### src/rtl/fpu_issue_ctrl_if.sv
// fpu_issue_ctrl_if: command, ALU and response signals between the issue
// controller (slave side) and its environment (master side).
interface fpu_issue_ctrl_if #(
  parameter int TAG_W = 4
);
  // Handshake rule for cmd_* and rsp_*: a transfer happens on a rising clock
  // edge where valid && ready are both high; while valid is high and ready is
  // low the sender keeps valid and its payload stable.
  logic             cmd_valid;
  logic             cmd_ready;
  logic [2:0]       cmd_opcode;
  logic [31:0]      cmd_a;
  logic [31:0]      cmd_b;
  logic [TAG_W-1:0] cmd_tag;

  // ALU side: opcode 000 means "nothing in flight".
  logic [2:0]       alu_opcode;
  logic [31:0]      alu_op_a;
  logic [31:0]      alu_op_b;
  logic [31:0]      alu_result;
  logic             alu_exception;
  logic             alu_overflow;
  logic             alu_underflow;
  logic             alu_done;

  logic             rsp_valid;
  logic             rsp_ready;
  logic [31:0]      rsp_result;
  logic [TAG_W-1:0] rsp_tag;
  logic [4:0]       rsp_flags;

  modport slave (
    input  cmd_valid, cmd_opcode, cmd_a, cmd_b, cmd_tag,
    output cmd_ready,
    output alu_opcode, alu_op_a, alu_op_b,
    input  alu_result, alu_exception, alu_overflow, alu_underflow, alu_done,
    output rsp_valid, rsp_result, rsp_tag, rsp_flags,
    input  rsp_ready
  );

  modport master (
    output cmd_valid, cmd_opcode, cmd_a, cmd_b, cmd_tag,
    input  cmd_ready,
    input  alu_opcode, alu_op_a, alu_op_b,
    output alu_result, alu_exception, alu_overflow, alu_underflow, alu_done,
    input  rsp_valid, rsp_result, rsp_tag, rsp_flags,
    output rsp_ready
  );
endinterface

### src/rtl/fpu_issue_ctrl.sv
// fpu_issue_ctrl: queues FP commands, issues them one at a time to the ALU,
// waits for its registered done (ignoring stale done right after issue),
// and returns result/tag/flags on a valid/ready response port.
module fpu_issue_ctrl #(
  parameter int DEPTH   = 4,
  parameter int TAG_W   = 4,
  parameter int SETTLE  = 2,
  parameter int TIMEOUT = 64
) (
  input  logic                   clk,
  input  logic                   reset,
  fpu_issue_ctrl_if.slave        bus,
  output logic                   busy,
  output logic [$clog2(DEPTH):0] fifo_count,
  output logic [1:0]             dbg_state
);

  localparam int PTR_W = $clog2(DEPTH);
  localparam int CNT_W = $clog2(TIMEOUT + 1);
  localparam logic [PTR_W:0] FULL_CNT = (PTR_W + 1)'(DEPTH);

  typedef enum logic [1:0] {
    S_IDLE   = 2'd0,
    S_SETTLE = 2'd1,
    S_WAIT   = 2'd2,
    S_RESP   = 2'd3
  } state_e;

  typedef struct packed {
    logic [2:0]       op;
    logic [31:0]      a;
    logic [31:0]      b;
    logic [TAG_W-1:0] tag;
  } cmd_t;

  // Command FIFO storage and bookkeeping.
  cmd_t             mem_q [DEPTH];
  logic [PTR_W-1:0] wr_ptr_q;
  logic [PTR_W-1:0] rd_ptr_q;
  logic [PTR_W:0]   count_q;
  logic             full;
  logic             empty;
  logic             push;
  logic             pop;
  cmd_t             head;

  // Issue FSM state, cycle counter, held command and captured response.
  state_e           state_q, state_d;
  logic [CNT_W-1:0] cnt_q, cnt_d;
  cmd_t             hold_q;
  logic [31:0]      rsp_result_q, rsp_result_d;
  logic [4:0]       rsp_flags_q, rsp_flags_d;
  logic             head_legal;

  assign full       = (count_q == FULL_CNT);
  assign empty      = (count_q == '0);
  assign push       = bus.cmd_valid && !full;
  assign head       = mem_q[rd_ptr_q];
  assign head_legal = (head.op >= 3'd1) && (head.op <= 3'd5);

  // FIFO payload write; storage needs no reset since count_q gates reads.
  always_ff @(posedge clk) begin
    if (push) begin
      mem_q[wr_ptr_q] <= '{op: bus.cmd_opcode, a: bus.cmd_a, b: bus.cmd_b, tag: bus.cmd_tag};
    end
  end

  // FIFO pointers and occupancy; simultaneous push and pop leave count unchanged.
  always_ff @(posedge clk or posedge reset) begin
    if (reset) begin
      wr_ptr_q <= '0;
      rd_ptr_q <= '0;
      count_q  <= '0;
    end else begin
      if (push) wr_ptr_q <= wr_ptr_q + PTR_W'(1);
      if (pop)  rd_ptr_q <= rd_ptr_q + PTR_W'(1);
      count_q <= count_q + (PTR_W + 1)'(push) - (PTR_W + 1)'(pop);
    end
  end

  // FSM state, counter, held command and response registers.
  always_ff @(posedge clk or posedge reset) begin
    if (reset) begin
      state_q      <= S_IDLE;
      cnt_q        <= '0;
      hold_q       <= '0;
      rsp_result_q <= '0;
      rsp_flags_q  <= '0;
    end else begin
      state_q      <= state_d;
      cnt_q        <= cnt_d;
      rsp_result_q <= rsp_result_d;
      rsp_flags_q  <= rsp_flags_d;
      if (pop) hold_q <= head;
    end
  end

  // Next-state logic: pop on issue, skip the ALU for illegal opcodes, ignore
  // done while settling, and let done win over a simultaneous timeout.
  always_comb begin
    state_d      = state_q;
    cnt_d        = cnt_q;
    pop          = 1'b0;
    rsp_result_d = rsp_result_q;
    rsp_flags_d  = rsp_flags_q;
    case (state_q)
      S_IDLE: begin
        if (!empty) begin
          pop   = 1'b1;
          cnt_d = '0;
          if (head_legal) begin
            state_d = S_SETTLE;
          end else begin
            state_d      = S_RESP;
            rsp_result_d = '0;
            rsp_flags_d  = 5'b10000;
          end
        end
      end
      S_SETTLE: begin
        cnt_d = cnt_q + CNT_W'(1);
        if (cnt_q == CNT_W'(SETTLE - 1)) state_d = S_WAIT;
      end
      S_WAIT: begin
        cnt_d = cnt_q + CNT_W'(1);
        if (bus.alu_done) begin
          state_d      = S_RESP;
          rsp_result_d = bus.alu_result;
          rsp_flags_d  = {2'b00, bus.alu_underflow, bus.alu_overflow, bus.alu_exception};
        end else if (cnt_q == CNT_W'(TIMEOUT - 1)) begin
          state_d      = S_RESP;
          rsp_result_d = '0;
          rsp_flags_d  = 5'b01000;
        end
      end
      S_RESP: begin
        if (bus.rsp_ready) state_d = S_IDLE;
      end
      default: state_d = S_IDLE;
    endcase
  end

  // Output decode: opcode reaches the ALU only while an op is in flight.
  always_comb begin
    bus.cmd_ready  = !full;
    bus.alu_opcode = ((state_q == S_SETTLE) || (state_q == S_WAIT)) ? hold_q.op : 3'b000;
    bus.alu_op_a   = hold_q.a;
    bus.alu_op_b   = hold_q.b;
    bus.rsp_valid  = (state_q == S_RESP);
    bus.rsp_result = rsp_result_q;
    bus.rsp_tag    = hold_q.tag;
    bus.rsp_flags  = rsp_flags_q;
    busy           = (state_q != S_IDLE);
    fifo_count     = count_q;
    dbg_state      = state_q;
  end

endmodule

### src/flat_wrapper.sv
// flat-port wrapper written by rule: the top's interface ports become plain ports
module fpu_issue_ctrl_flat 
#(
  parameter int DEPTH   = 4,
  parameter int TAG_W   = 4,
  parameter int SETTLE  = 2,
  parameter int TIMEOUT = 64
)
  (clk, reset, busy, fifo_count, dbg_state, bus_cmd_valid, bus_cmd_opcode, bus_cmd_a, bus_cmd_b, bus_cmd_tag, bus_cmd_ready, bus_alu_opcode, bus_alu_op_a, bus_alu_op_b, bus_alu_result, bus_alu_exception, bus_alu_overflow, bus_alu_underflow, bus_alu_done, bus_rsp_valid, bus_rsp_result, bus_rsp_tag, bus_rsp_flags, bus_rsp_ready);
  fpu_issue_ctrl_if #(.TAG_W(TAG_W)) bus_i ();
  input  logic clk;
  input  logic reset;
  output logic busy;
  output logic [$clog2(DEPTH):0] fifo_count;
  output logic [1:0] dbg_state;
  input wire logic [$bits(bus_i.cmd_valid)-1:0] bus_cmd_valid;
  input wire logic [$bits(bus_i.cmd_opcode)-1:0] bus_cmd_opcode;
  input wire logic [$bits(bus_i.cmd_a)-1:0] bus_cmd_a;
  input wire logic [$bits(bus_i.cmd_b)-1:0] bus_cmd_b;
  input wire logic [$bits(bus_i.cmd_tag)-1:0] bus_cmd_tag;
  output wire logic [$bits(bus_i.cmd_ready)-1:0] bus_cmd_ready;
  output wire logic [$bits(bus_i.alu_opcode)-1:0] bus_alu_opcode;
  output wire logic [$bits(bus_i.alu_op_a)-1:0] bus_alu_op_a;
  output wire logic [$bits(bus_i.alu_op_b)-1:0] bus_alu_op_b;
  input wire logic [$bits(bus_i.alu_result)-1:0] bus_alu_result;
  input wire logic [$bits(bus_i.alu_exception)-1:0] bus_alu_exception;
  input wire logic [$bits(bus_i.alu_overflow)-1:0] bus_alu_overflow;
  input wire logic [$bits(bus_i.alu_underflow)-1:0] bus_alu_underflow;
  input wire logic [$bits(bus_i.alu_done)-1:0] bus_alu_done;
  output wire logic [$bits(bus_i.rsp_valid)-1:0] bus_rsp_valid;
  output wire logic [$bits(bus_i.rsp_result)-1:0] bus_rsp_result;
  output wire logic [$bits(bus_i.rsp_tag)-1:0] bus_rsp_tag;
  output wire logic [$bits(bus_i.rsp_flags)-1:0] bus_rsp_flags;
  input wire logic [$bits(bus_i.rsp_ready)-1:0] bus_rsp_ready;
  assign bus_i.cmd_valid = bus_cmd_valid;
  assign bus_i.cmd_opcode = bus_cmd_opcode;
  assign bus_i.cmd_a = bus_cmd_a;
  assign bus_i.cmd_b = bus_cmd_b;
  assign bus_i.cmd_tag = bus_cmd_tag;
  assign bus_cmd_ready = bus_i.cmd_ready;
  assign bus_alu_opcode = bus_i.alu_opcode;
  assign bus_alu_op_a = bus_i.alu_op_a;
  assign bus_alu_op_b = bus_i.alu_op_b;
  assign bus_i.alu_result = bus_alu_result;
  assign bus_i.alu_exception = bus_alu_exception;
  assign bus_i.alu_overflow = bus_alu_overflow;
  assign bus_i.alu_underflow = bus_alu_underflow;
  assign bus_i.alu_done = bus_alu_done;
  assign bus_rsp_valid = bus_i.rsp_valid;
  assign bus_rsp_result = bus_i.rsp_result;
  assign bus_rsp_tag = bus_i.rsp_tag;
  assign bus_rsp_flags = bus_i.rsp_flags;
  assign bus_i.rsp_ready = bus_rsp_ready;
  fpu_issue_ctrl #(.DEPTH(DEPTH), .TAG_W(TAG_W), .SETTLE(SETTLE), .TIMEOUT(TIMEOUT)) u_core (.clk(clk), .reset(reset), .bus(bus_i), .busy(busy), .fifo_count(fifo_count), .dbg_state(dbg_state));
endmodule
### config.mk
export PLATFORM = sky130hd
export DESIGN_NAME = fpu_issue_ctrl_flat
export DESIGN_NICKNAME = d
export VERILOG_FILES = /design/src/rtl/fpu_issue_ctrl_if.sv /design/src/rtl/fpu_issue_ctrl.sv /design/src/flat_wrapper.sv
export SDC_FILE = /design/constraint.sdc
export NUM_CORES = 1
export LEC_CHECK = 0
export CORE_ASPECT_RATIO = 1.2
export CORE_MARGIN = 8
export CORE_UTILIZATION = 54
export DETAILED_ROUTE_END_ITERATION = 8
export PLACE_DENSITY = 0.89
export SLEW_MARGIN = 20
export SYNTH_ARGS = -nofsm -noshare
export SYNTH_HDL_FRONTEND = slang
export SYNTH_SLANG_ARGS = --single-unit
### constraint.sdc
create_clock -name clk -period 6.05 [get_ports clk]
set_input_delay 1.815 -clock clk [delete_from_list [all_inputs] [get_ports clk]]
set_output_delay 1.815 -clock clk [all_outputs]
set_load 0.01 [all_outputs]
==> results_dict.tcl <==
set metrics [dict create \
    critical-path-max-stage-delay_ns 0.56 \
    synthCells 965 \
    port_buffers 226 \
    clockBufferDepth 3 \
    hold_violations 0 \
    clkLatencyLatePin_ns 0.53 \
    cts_setup_buffers 0 \
    dieArea_mm2 0.0355 \
    cp.buffers_inverters 2 \
    place_area_mm2 0.0182 \
    viasPerCell 5.47 \
    wl_um 33200 \
    synth.avg_cell_area_um2 16.6 \
    dp_hpwl_um 20200 \
    grt_pass1_vias 9101 \
    synthAdderAreaFrac_pct 1.14 \
    synth-compound-area-share_pct 0.578 \
    antenna_found_initial 2 \
    cts_buffers 38 \
    rsz0062_at_grt "no" \
    route.detailed.drc 0 \
    fin_area_mm2 0.0195 \
    p_leak_nw 7.47 \
    cap_viol_max_count 0 \
    die_w_um 173 \
    synth_top_area_share_pct 53.2 \
    min_path_type "reg2reg" \
    area_growth_syn_to_layout_pct 21.6 \
    yosys.area_share.xor_xnor_pct 0.437 \
    vias 8489 \
    nets 1254 \
    synth_cell_types 38 \
    drive_gt1_share_pct 16.0 \
    clkPwrFrac_pct 24.2 \
    fin_util_pct 66.1 \
    cp_max_fo 10 \
    critPathRequiredTime_ns 4.24 \
    endpoint_kind "primary output" \
    die_h_um 205 \
    synthSimpleGateAreaFrac_pct 7.73 \
    grt_max_degree 88 \
    first_pass_iters 4 \
    syn_area_mm2 0.0160 \
    critPathTopFamily "buffers and inverters" \
    mostFrequentLayoutCells "284 x edfxtp_1, 226 x clkdlybuf4s50_1, 221 x nand2_1" \
    p_sw_share_pct 30.8 \
    boundaryPins 227 \
    grtUsageTotal_pct 18.9 \
    multiInputGateArea_mm2 0.00367 \
    clockRootBuffer "clkbuf_16" \
    cts.sinks 408 \
    ys_seq_elements 408 \
    combinationalPowerShare_pct 32.9 \
    p_switching_w 0.00311 \
    ctsResizeCount 0 \
    final_common_cell "edfxtp_1" \
    regToRegSetupSlack_ns 2.70 \
    max_freq_mhz 245 \
    hold_end "u_core.bus.alu_op_b[8]$_DFFE_PP0P_" \
    startpoint_type "flip-flop" \
    drv_slew 0 \
    synthMuxAreaShare_pct 12.8 \
    drtAntennaViolNets 0 \
    synth_top_family_by_area "multiplexers" \
    synthTopCellsByArea "edfxtp_1 53%, dfrtp_1 19%, mux4_2 10%, nand2_1 5.2%, buf_4 3.2%" \
    path_clk_slew_ns 0.06 \
    slew_headroom_pct 17.4 \
    internal_power_w 0.00699 \
    cts_tree "done" \
    synth_nets 1090 \
    drt_iter0_drc 628 \
    whs_path_depth 2 \
    yosysSeqAreaShare_pct 72.6 \
    critPathSlowestCell "clkdlybuf4s50_1" \
    yosys.area.top_type "edfxtp_1" \
    core_mm2 0.0294 \
    status "finished, final reports clean" \
    seq_area_mm2 0.0116 \
    ir_worst_vdd_mv 0.383 \
    rows 69 \
    grt_pass1_wl_um 52400 \
    r2r_end "u_core.bus.rsp_result[9]$_DFFE_PP0P_" \
    htree_levels 2 \
    crit_chain "inv_1, ha_1, and2_1, clkdlybuf4s50_1" \
    reg2reg_depth 5 \
    n_fill_cell 1899 \
    r2r_start "u_core.rd_ptr_q[1]$_DFFE_PP0P_" \
    tightestPinTransition_ns 1.22 \
    postCtsHoldBufs 0 \
    fin_setup_tns_ns 0 \
    min_period_over_period_pct 67.6 \
    grt_overflow 0 \
    min_from "u_core.bus.alu_op_b[8]$_DFFE_PP0P_" \
    setup_violations 0 \
    layout_min_cycle_time_ns 4.09 \
    pwr_density_cell_mw_per_mm2 519 \
    arrival_ns 2.27 \
    wire_per_inst_um 21.4 \
    initial_core_util_pct 54.4 \
    skew_ns 0.0199 \
    worst-setup-path-type "reg2out" \
    ys.warnings.count 0 \
    p_seq_share_pct 42.8 \
    routabilityCongestion 0.801 \
]
-- per-layer routing --
metal | vias to the layer above | track usage, % | part of all wire, %
li1 | 3783 | - | -
met1 | 4324 | 22.8 | 39
met2 | 316 | 33.3 | 52
met3 | 66 | 4.68 | 6.5
met4 | 0 | 5.95 | 2.7
met5 | - | 0 | 0
-- worst max path at each step --
| stage | endpoint | slack [ns] | cells past startpoint | start |
|---|---|---|---|---|
| floorplan | u_core.bus.alu_op_a[0]$_DFFE_PP0P_ | 0.94 | 1 | reset |
| global placement | u_core.bus.rsp_result[12]$_DFFE_PP0P_ | 2.01 | 7 | bus_alu_done |
| detailed placement | u_core.bus.rsp_result[4]$_DFFE_PP0P_ | 1.96 | 7 | bus_alu_done |
| CTS | bus_alu_opcode[2] | 1.91 | 4 | u_core.dbg_state[1]$_DFFE_PP0P_ |
| global route | bus_alu_opcode[2] | 1.84 | 4 | u_core.dbg_state[1]$_DFFE_PP0P_ |
| finish | bus_alu_opcode[2] | 1.96 | 4 | u_core.dbg_state[1]$_DFFE_PP0P_ |
-- state kept, by name (all words and copies together) (netlist names) --
register and flops:
u_core.bus.alu_op_a 32, u_core.bus.rsp_flags 5, u_core.bus.alu_op_b 32, u_core.bus.rsp_result 32, u_core.dbg_state 2, u_core.mem_q 284, u_core.rd_ptr_q 2, u_core.cnt_q 7
u_core.fifo_count 3, u_core.bus.rsp_tag 4, u_core.hold_q 3, u_core.wr_ptr_q 2
-- area by class of cell --
cell class              count  area share, %
flip-flops and latches    408           59.8
repair buffers            234           11.9
inverters                  14          0.296
diodes                      2         0.0257
clock inverters            19           1.37
multi-input cells         433           18.9
well taps                 390           2.51
clock buffers              51           5.24
-- cells by family (layout without fill, tap and decap cells) --
kind of cell	count (synthesis)	after routing
compound gates	11	11
xor+xnor	8	8
buf+inv	124	318
other cells	0	2
fa+ha+maj	14	14
simple gates	288	288
mux	112	112
flops	408	408
-- synthesized netlist by cell type (all sizes together) --
library cell  instances
a2111oi               1
a21oi                 3
a31oi                 1
and2                  4
and3                 39
buf                  85
clkbuf               25
dfrtp               124
edfxtp              284
fa                    1
ha                   13
inv                  14
mux2                 38
mux2i                 3
mux4                 71
nand2               221
nand2b                1
nand3                 2
nor2                  9
nor2b                 2
nor3                  2
nor4                  1
nor4b                 1
o21ai                 3
o2bb2ai               1
o31a                  1
o41a                  1
or3                   2
or4                   2
or4b                  2
xnor2                 7
xor2                  1
-- metrics by stage --
step / power (W) / setup WS, ns / hold WS, ns / cells
floorplan: 0.00656 / 0.936 / 0.437 / 965
global placement: 0.00759 / 2.01 / 0.458 / 1479
detailed placement: 0.00775 / 1.96 / 0.462 / 1479
CTS: 0.0102 / 1.91 / 0.479 / 1549
global route: 0.0107 / 1.84 / 0.497 / 1551
finish: 0.0101 / 1.96 / 0.478 / 1551
-- worst min-delay path: stages (launching register included) --
cell	delay [ns]
dfrtp_1	0.34
nand2_1	0.05
nand2_1	0.05
-- power by group through the flow --
stage	combinational, W	sequential [W]	clock [W]
6_report	0.00333	0.00433	0.00245
5_1_grt	0.00364	0.00442	0.00261
4_1_cts	0.00340	0.00434	0.00250
3_5_place_dp	0.00337	0.00438	0
3_3_place_gp	0.00327	0.00433	0
2_1_floorplan	0.00235	0.00420	0
Power figures use the tool's default switching activity.
